## src/rtl/local_bus_pkg.sv

```systemverilog
// Shared types and constants for the local IO bus arbiter.
// Optional feature macro: LOCAL_BUS_ARB_TIMEOUT_EN (BUSY timeout counter).
package local_bus_pkg;

    // Arbiter transaction state
    typedef enum logic [1:0] {
        ST_IDLE = 2'd0,
        ST_BUSY = 2'd1,
        ST_ACK  = 2'd2
    } state_t;

    // Target select codes carried in address bits [9:8]
    typedef enum logic [1:0] {
        SEL_GPIO = 2'd0,
        SEL_DISP = 2'd1,
        SEL_UART = 2'd2,
        SEL_NONE = 2'd3
    } sel_t;

    localparam int                   TIMEOUT_W   = 10;
    localparam logic [TIMEOUT_W-1:0] TIMEOUT_MAX = 10'd1023;

    // Chip-select vector {uart, disp, gpio}; the unmapped code selects nothing
    function automatic logic [2:0] sel_to_cs(input sel_t sel);
        logic [2:0] cs;
        cs = 3'b000;
        case (sel)
            SEL_GPIO: cs = 3'b001;
            SEL_DISP: cs = 3'b010;
            SEL_UART: cs = 3'b100;
            default:  cs = 3'b000;
        endcase
        return cs;
    endfunction

endpackage

```

## src/rtl/local_bus_rr_arb.sv

```systemverilog
// Two-master round-robin grant. The grant is combinational from the live
// requests; the priority pointer moves only when a transaction completes,
// so the master that was not served last wins a tie.
module local_bus_rr_arb
    import local_bus_pkg::*;
(
    input  logic       clk,
    input  logic       reset,
    input  logic [1:0] i_req,
    input  logic       i_upd,
    input  logic [1:0] i_upd_gnt,
    output logic [1:0] o_gnt
);

    // 1 = m1 wins the next tie, 0 = m0 wins
    logic r_prio_m1;

    // Priority pointer: after serving m0, m1 gets the tie; after m1, m0 does
    always_ff @(posedge clk or posedge reset) begin
        if (reset) begin
            r_prio_m1 <= 1'b0;
        end else if (i_upd) begin
            r_prio_m1 <= i_upd_gnt[0];
        end
    end

    // One-hot grant from the current requests and the pointer
    always_comb begin
        o_gnt = 2'b00;
        case (i_req)
            2'b01:   o_gnt = 2'b01;
            2'b10:   o_gnt = 2'b10;
            2'b11:   o_gnt = r_prio_m1 ? 2'b10 : 2'b01;
            default: o_gnt = 2'b00;
        endcase
    end

endmodule

```

## src/rtl/local_bus_arb.sv

```systemverilog
// Local IO bus arbiter: two masters share one bus to gpio/disp/uart.
// One transaction at a time: IDLE -> BUSY (bus driven, wait for rdy) ->
// ACK (one-cycle ack to the granted master) -> IDLE. All outputs registered.
// Optional feature macro: LOCAL_BUS_ARB_TIMEOUT_EN. When defined, a 10-bit
// counter aborts a BUSY phase with err=1 after TIMEOUT_MAX cycles without rdy
// (unmapped select included). When undefined, an unmapped select completes
// with err=1 after a single BUSY cycle and mapped targets wait for rdy forever.
module local_bus_arb
    import local_bus_pkg::*;
(
    input  logic       clk,
    input  logic       reset,
    // master 0
    input  logic       m0_req,
    input  logic       m0_rnw,
    input  logic [9:0] m0_addr,
    input  logic [7:0] m0_wr_data,
    output logic       m0_ack,
    output logic       m0_err,
    output logic [7:0] m0_rd_data,
    // master 1
    input  logic       m1_req,
    input  logic       m1_rnw,
    input  logic [9:0] m1_addr,
    input  logic [7:0] m1_wr_data,
    output logic       m1_ack,
    output logic       m1_err,
    output logic [7:0] m1_rd_data,
    // local IO bus
    output logic [7:0] addr,
    output logic       rnw,
    output logic       req,
    output logic [7:0] wr_data,
    output logic       gpio_cs,
    output logic       disp_cs,
    output logic       uart_cs,
    input  logic       gpio_rdy,
    input  logic       disp_rdy,
    input  logic       uart_rdy,
    input  logic [7:0] gpio_rd_data,
    input  logic [7:0] disp_rd_data,
    input  logic [7:0] uart_rd_data
);

    state_t     r_state;
    logic [1:0] r_gnt;
    sel_t       r_sel;
    logic [7:0] r_addr;
    logic       r_rnw;
    logic [7:0] r_wr_data;
    logic       r_req;
    logic [2:0] r_cs;
    logic       r_m0_ack;
    logic       r_m0_err;
    logic [7:0] r_m0_rd_data;
    logic       r_m1_ack;
    logic       r_m1_err;
    logic [7:0] r_m1_rd_data;

    logic [1:0] w_gnt;
    logic       w_upd;
    logic       w_sel_rdy;
    logic [7:0] w_sel_rd_data;
    logic       w_done;
    logic       w_done_err;
    logic [7:0] w_done_rd;
    sel_t       w_new_sel;

`ifdef LOCAL_BUS_ARB_TIMEOUT_EN
    logic [TIMEOUT_W-1:0] r_cnt;
    logic [TIMEOUT_W-1:0] w_cnt_inc;
    assign w_cnt_inc = r_cnt + 1'b1;
`endif

    // Pointer advances on the edge leaving ACK, once the transaction is done
    assign w_upd = (r_state == ST_ACK);

    local_bus_rr_arb u_rr (
        .clk       (clk),
        .reset     (reset),
        .i_req     ({m1_req, m0_req}),
        .i_upd     (w_upd),
        .i_upd_gnt (r_gnt),
        .o_gnt     (w_gnt)
    );

    assign w_new_sel = w_gnt[1] ? sel_t'(m1_addr[9:8]) : sel_t'(m0_addr[9:8]);

    // Only the latched target's rdy/rd_data are looked at; others are ignored
    always_comb begin
        w_sel_rdy     = 1'b0;
        w_sel_rd_data = 8'h00;
        case (r_sel)
            SEL_GPIO: begin
                w_sel_rdy     = gpio_rdy;
                w_sel_rd_data = gpio_rd_data;
            end
            SEL_DISP: begin
                w_sel_rdy     = disp_rdy;
                w_sel_rd_data = disp_rd_data;
            end
            SEL_UART: begin
                w_sel_rdy     = uart_rdy;
                w_sel_rd_data = uart_rd_data;
            end
            default: begin
                w_sel_rdy     = 1'b0;
                w_sel_rd_data = 8'h00;
            end
        endcase
    end

    // Decide whether the BUSY phase ends this cycle and with what result
    always_comb begin
        w_done     = 1'b0;
        w_done_err = 1'b0;
        w_done_rd  = 8'h00;
        if (r_state == ST_BUSY) begin
            if (w_sel_rdy) begin
                w_done    = 1'b1;
                // writes return zero data
                w_done_rd = r_rnw ? w_sel_rd_data : 8'h00;
`ifdef LOCAL_BUS_ARB_TIMEOUT_EN
            end else if (w_cnt_inc == TIMEOUT_MAX) begin
                w_done     = 1'b1;
                w_done_err = 1'b1;
`else
            end else if (r_sel == SEL_NONE) begin
                w_done     = 1'b1;
                w_done_err = 1'b1;
`endif
            end
        end
    end

    // Transaction FSM with registered bus and master-side outputs
    always_ff @(posedge clk or posedge reset) begin
        if (reset) begin
            r_state      <= ST_IDLE;
            r_gnt        <= 2'b00;
            r_sel        <= SEL_GPIO;
            r_addr       <= 8'h00;
            r_rnw        <= 1'b0;
            r_wr_data    <= 8'h00;
            r_req        <= 1'b0;
            r_cs         <= 3'b000;
            r_m0_ack     <= 1'b0;
            r_m0_err     <= 1'b0;
            r_m0_rd_data <= 8'h00;
            r_m1_ack     <= 1'b0;
            r_m1_err     <= 1'b0;
            r_m1_rd_data <= 8'h00;
`ifdef LOCAL_BUS_ARB_TIMEOUT_EN
            r_cnt        <= '0;
`endif
        end else begin
            case (r_state)
                ST_IDLE: begin
                    if (|w_gnt) begin
                        r_state   <= ST_BUSY;
                        r_gnt     <= w_gnt;
                        r_sel     <= w_new_sel;
                        r_addr    <= w_gnt[1] ? m1_addr[7:0] : m0_addr[7:0];
                        r_rnw     <= w_gnt[1] ? m1_rnw : m0_rnw;
                        r_wr_data <= w_gnt[1] ? m1_wr_data : m0_wr_data;
                        r_req     <= 1'b1;
                        r_cs      <= sel_to_cs(w_new_sel);
`ifdef LOCAL_BUS_ARB_TIMEOUT_EN
                        r_cnt     <= '0;
`endif
                    end
                end
                ST_BUSY: begin
`ifdef LOCAL_BUS_ARB_TIMEOUT_EN
                    r_cnt <= w_cnt_inc;
`endif
                    if (w_done) begin
                        r_state      <= ST_ACK;
                        r_req        <= 1'b0;
                        r_cs         <= 3'b000;
                        r_m0_ack     <= r_gnt[0];
                        r_m0_err     <= r_gnt[0] & w_done_err;
                        r_m0_rd_data <= r_gnt[0] ? w_done_rd : 8'h00;
                        r_m1_ack     <= r_gnt[1];
                        r_m1_err     <= r_gnt[1] & w_done_err;
                        r_m1_rd_data <= r_gnt[1] ? w_done_rd : 8'h00;
                    end
                end
                ST_ACK: begin
                    // ack is a single-cycle pulse; results are cleared with it
                    r_state      <= ST_IDLE;
                    r_gnt        <= 2'b00;
                    r_m0_ack     <= 1'b0;
                    r_m0_err     <= 1'b0;
                    r_m0_rd_data <= 8'h00;
                    r_m1_ack     <= 1'b0;
                    r_m1_err     <= 1'b0;
                    r_m1_rd_data <= 8'h00;
                end
                default: begin
                    r_state <= ST_IDLE;
                end
            endcase
        end
    end

    assign addr       = r_addr;
    assign rnw        = r_rnw;
    assign req        = r_req;
    assign wr_data    = r_wr_data;
    assign gpio_cs    = r_cs[0];
    assign disp_cs    = r_cs[1];
    assign uart_cs    = r_cs[2];
    assign m0_ack     = r_m0_ack;
    assign m0_err     = r_m0_err;
    assign m0_rd_data = r_m0_rd_data;
    assign m1_ack     = r_m1_ack;
    assign m1_err     = r_m1_err;
    assign m1_rd_data = r_m1_rd_data;

endmodule

```

## config.mk

```make
export PLATFORM = sky130hd
export DESIGN_NAME = local_bus_arb
export DESIGN_NICKNAME = d
export VERILOG_FILES = /design/src/rtl/local_bus_pkg.sv /design/src/rtl/local_bus_rr_arb.sv /design/src/rtl/local_bus_arb.sv
export SDC_FILE = /design/constraint.sdc
export NUM_CORES = 1
export LEC_CHECK = 0
export CAP_MARGIN = 20
export CORE_MARGIN = 4
export CORE_UTILIZATION = 35
export DETAILED_ROUTE_END_ITERATION = 6
export HOLD_SLACK_MARGIN = 0.03
export PLACE_DENSITY = 0.71
export SETUP_SLACK_MARGIN = 0.2
export SYNTH_ARGS = -nofsm -noshare
export SYNTH_HDL_FRONTEND = slang
export SYNTH_SLANG_ARGS = --single-unit
```

## constraint.sdc

```tcl
create_clock -name clk -period 2.2 [get_ports clk]
set_clock_uncertainty 0.15 [all_clocks]
set_input_delay 0.44 -clock clk [delete_from_list [all_inputs] [get_ports clk]]
set_output_delay 0.44 -clock clk [all_outputs]
set_load 0.02 [all_outputs]
```

Yosys cells after proc, flatten, opt, wreduce, memory -nomap -nowiden:

Cells that the tools add are included.

* register bits after elaboration: 48
* bits of input ports: 69
* output and inout bits: 41
* logic and storage cells: 82

* eq/ne operators: 12
* multiplexer cells: 41
* bitwise operators: 2
* reduce and logical (&&, ||, !) cells: 12

Operators with widths (number)
* $mux 8: 8
* $pmux 8 s2: 2
* $pmux 8 s3: 1
* $eq 2x2->1 const B: 6
* $mux 1: 12
* $mux 2: 5
* $pmux 1 s2: 5
* $pmux 3 s3: 1
* $eq 2x1->1 const B: 4
* $pmux 2 s2: 2
* $reduce_and 2->1: 4
* $logic_not 2->1: 3
* $mux 3: 2
* $pmux 2 s3: 1
* $pmux 3 s2: 1
* $reduce_bool 2->1: 3
* $ne 2x2->1 const B: 2
* $pmux 1 s3: 1
* $reduce_and 3->1: 1
* $and 1x1->1: 2
* $reduce_or 2->1: 1

Longest topological paths before layout:

* word-level depth: 7
* depth in mapped cells: 6
* depth with buffers taken out: 4

Modules after synthesis:

From an unflattened synthesis, not the netlist that was laid out.

* cell total of the unflattened synthesis: 213
* area, all modules: 2272.2 um2

Modules (own cells, without submodules)
* local_bus_arb: times used 1, cells an instance 206, area an instance 2215.9 um2, seq. area each 1176.1 um2
* local_bus_rr_arb: times used 1, cells an instance 7, area an instance 56.3 um2, seq. area each 25.0 um2

Worst setup path before layout:

OpenSTA, ideal clock, no wires.

* kind: register to register
* from: register r_sel[0]
* to: register r_m0_rd_data[4] (netlist: m0_rd_data[4])
* library setup time: 0.121 ns
* arrival time: 1.445 ns
* required time: 1.929 ns
* setup slack: 0.484 ns
* stages on the path, launching flop included: 7
* path buffers: 2
* period minus slack after synthesis: 1.716 ns
* cell sequence: dfrtp_1 -> buf_4 -> mux2i_2 -> a211oi_4 -> nor2b_2 -> buf_6 -> a22o_1

* word-level cells in the longest chain between the ends: 7
* elaborated cells on any way between the ends: 16
* classes of those cells: 4 x eq/ne; 10 x mux; 2 x reduce/logical

Ends and longest elaborated chain
* start, declared: line local_bus_arb.sv:47 `sel_t r_sel;`
* start signal, assigned: line local_bus_arb.sv:162 `r_sel <= w_new_sel;`
* $eq 2x2->1 (tied with other cells): line local_bus_arb.sv:93 `case (r_sel)`
* $pmux 8 s3: line local_bus_arb.sv:93
* $mux 8: line local_bus_arb.sv:122 `w_done_rd = r_rnw ? w_sel_rd_data : 8'h00;`
* $mux 8: line local_bus_arb.sv:119 `if (w_sel_rdy) begin`
* $mux 8: line local_bus_arb.sv:183 `r_m0_rd_data <= r_gnt[0] ? w_done_rd : 8'h00;`
* $mux 8: line local_bus_arb.sv:177 `if (w_done) begin`
* $pmux 8 s2: line local_bus_arb.sv:157 `case (r_state)`
* end signal, assigned: line local_bus_arb.sv:183
* end, declared: line local_bus_arb.sv:55 `logic [7:0] r_m0_rd_data;`

Parallel ways exist; a longest one is shown, timed or not. The select of a mux whose other input is x is not followed.
A chain may end at the register's enable or synchronous reset.

Worst setup path in the final report:

* from: register r_rnw (netlist: rnw)
* to: output rnw

RTL lines
* start, declared: line local_bus_arb.sv:49 `logic r_rnw;`
* start signal, assigned: line local_bus_arb.sv:164 `r_rnw <= w_gnt[1] ? m1_rnw : m0_rnw;`
* end, declared: line local_bus_arb.sv:31 `output logic rnw,`

No word-level cell between the ends.

==> results.yml <==
synthesis:
  synth_area_um2: 2240
  ys_ff_latch: 48
  synth_top_area_share: 0.537
  yosysSeqAreaShare: 0.537
  synth_top_cell_by_area: "dfrtp_1"
  avgSynthCellArea_um2: 10.8
  syn_nets: 276
  synthCells: 207
  synthTopCellsByArea: "dfrtp_1, mux2i_1, a22o_1, o21ai_0, nand2_1"
  synth_cell_type_count: 28
  yosysWarnings: 0
hold_path:
  hold_class: "reg2reg"
  hold_depth: 2
  hold_path_end: "wr_data[1]"
  holdCritStartpoint: "wr_data[1]"
routing:
  via_per_inst: 4.85
  drc_errors: 0
  first_iter_violations: 38
  drt_wl_total_mm: 5.80
  wl_per_cell_um: 14.7
  drt-pass1-iter-count: 4
  drtAntennaViolNets: 0
  vias: 1915
finish:
  layout-drive-gt1-share: 0.0781
  fillCellCount: 571
  final_nets: 388
  seqCellArea_um2: 1200
  syn_to_final_growth_pct: 58.7
  num_antenna_cells: 0
  multi_input_area_um2: 953
grt:
  grt.total_usage: 0.152
  antenna_found_initial: 0
  grt_overflow_total: 0
  grt_pass1_wl_mm: 9.17
  first_global_vias: 1942
  grt_start_max_net_pins: 49
placement:
  place_ws_ns: -0.134
  dpl.hpwl_mm: 4.55
  io_buffers: 109
  place_congestion: 0.766
floorplan:
  core-area_um2: 6060
  start_util: 0.369
  die_x_um: 88.0
  dieHeight_um: 88.0
  fp.dieArea_um2: 7740
  num_rows: 28
  ios: 110
critical_path:
  regToRegStartpoint: "r_sel[0]"
  setup.worst_path.end_class: "output port"
  crit_buf_inv: 1
  rr_worst_depth: 5
  cp.required_ns: 1.61
  arrival_ns: 1.33
  critical_path.max_stage_delay_ns: 0.63
  r2r_end: "m1_rd_data[3]"
  crit_chain: "clkdlybuf4s50_1"
  cp_top_family: "buffers and inverters"
  critPathKind: "reg2out"
  critPathMaxFanout: 4
  critPathLaunchType: "register"
  slowest_stage: "clkdlybuf4s50_1"
  ff2ff_setup_slack_ns: 0.42
sta:
  worst_slew_pin_slew_ns: 0.495
  slew_headroom: 0.670
  timing.hold.ws_ns: 0.334
  layout_setup_ws_ns: 0.282
  hold_violations: 0
  period_share: 0.872
  maxSlewViolCount: 0
  max_freq_mhz: 521
  setup_violations: 0
  min_period_ns: 1.92
  rsz0062_at_grt: "no"
cts:
  clk_latency_ns: 0.29
  cts_tree: "done"
  cts_buffers: 5
  clk_pin_slew_ns: 0.08
  htree_levels: 2
  post_cts_buffers: 0
  clock_path_buffers: 2
  cts_root_buf: "clkbuf_8"
  cts_num_sinks: 48
outcome:
  status: "finished, final reports clean"
flow_run:
  maxCapViolCount: 0
power_and_ir_drop:
  finalPower_w: 0.00413
  cellPowerDensity_nw_per_um2: 1160
  vdd_drop_max_mv: 0.519
  leakage_nw: 1.60
-- cells in the mapped netlist --
master     n
a211oi_4   1
a21oi_1    2
a22o_1    18
a32o_1     4
and3_1     2
buf_1      2
buf_2      2
buf_4      2
buf_6      2
clkbuf_1   6
dfrtp_1   48
inv_1      5
mux2_2     2
mux2i_1   28
mux2i_2    1
nand2_1   29
nand2b_1   2
nand3_1    1
nand3b_1   1
nor2_1     9
nor2b_1    3
nor2b_2    1
nor3b_1    1
o21a_1     1
o21ai_0   30
o21ai_1    2
o22ai_1    1
o31ai_1    1
-- kinds of logic (layout without fill, tap and decap cells) --
family | count (synthesis) | in the layout | share of synthesized area
AO/OA/AOI/OAI | 60 | 60 | 0.183
multiplexers | 31 | 31 | 0.141
buffers and inverters | 19 | 132 | 0.0430
flip-flops | 48 | 48 | 0.537
AND/OR/NAND/NOR | 49 | 49 | 0.0961
-- registers in the layout, summed over array words and instances (netlist names), 2 cells and up --
signal      count
m1_rd_data      8
m0_rd_data      8
r_cs            3
wr_data         8
r_state         2
r_sel           2
r_gnt           2
addr            8
-- power by group --
| group | leakage (nW) | total [W] | switching, W | internal (W) |
|---|---|---|---|---|
| registers | 0.621 | 0.00143 | 0.000220 | 0.00121 |
| clock network | 0.0445 | 0.000532 | 0.000277 | 0.000255 |
| logic | 0.935 | 0.00217 | 0.00114 | 0.00103 |
| total | 1.60 | 0.00413 | 0.00164 | 0.00249 |
-- cells in the final DEF (no fill, tap or decap), drive strengths merged --
cell and count:
a211oi 1, a21oi 2, a22o 18, a32o 4, and3 2, buf 10
clkbuf 7, clkdlybuf4s50 109, clkinvlp 1, dfrtp 48, inv 5, mux2 2
mux2i 29, nand2 29, nand2b 2, nand3 1, nand3b 1, nor2 9
nor2b 4, nor3b 1, o21a 1, o21ai 32, o22ai 1, o31ai 1
-- repair_timing --
action,4_1_cts,5_1_grt
resized for setup,1,0
endpoints found under the setup margin,18,0
hold buffers,0,0
-- tightest hold or removal path: stages, from the launching register on --
cell and delay [ns]:
dfrtp_1 0.35, nand2_1 0.05, o21ai_0 0.06
-- worst max-delay path by stage --
| stage | startpoint | slack (ns) | cells past startpoint | endpoint |
|---|---|---|---|---|
| after floorplan | reset | 0.47 | 1 | addr[0] |
| after global placement | uart_rdy | -0.09 | 6 | m1_rd_data[7] |
| after detailed placement | uart_rdy | -0.13 | 6 | m0_rd_data[2] |
| after CTS | rnw | 0.25 | 1 | rnw |
| after global routing | rnw | 0.22 | 1 | rnw |
| final | rnw | 0.28 | 1 | rnw |
-- routing by layer --
metal  routed length (um)  up-vias  share of wire  global-route usage
met5                    0        -              0                   0
met4                   61        0          0.011              0.0377
met3                  974        6           0.17              0.0894
met2                 2310       98           0.40               0.230
met1                 2460      853           0.42               0.185
li1                     -      958              -                   -
-- layout make-up --
type,count,share of cell area
Sequential cell,48,0.338
Timing Repair Buffer,119,0.335
Multi-Input combinational cell,140,0.268
Tap cell,75,0.0264
Clock buffer,7,0.0243
Inverter,5,0.00528
Clock inverter,1,0.00211
-- stage by stage --
stage,setup TNS [ns],cells,utilization,cell area (um2)
3_5_place_dp,-2.32,387,0.570,3450
4_1_cts,0,395,0.586,3550
2_1_floorplan,0,207,-,2240
3_3_place_gp,-1.55,387,0.570,3450
5_1_grt,0,395,0.586,3550
6_report,0,395,0.586,3550
No activity file was read; power rests on OpenSTA's default activity.
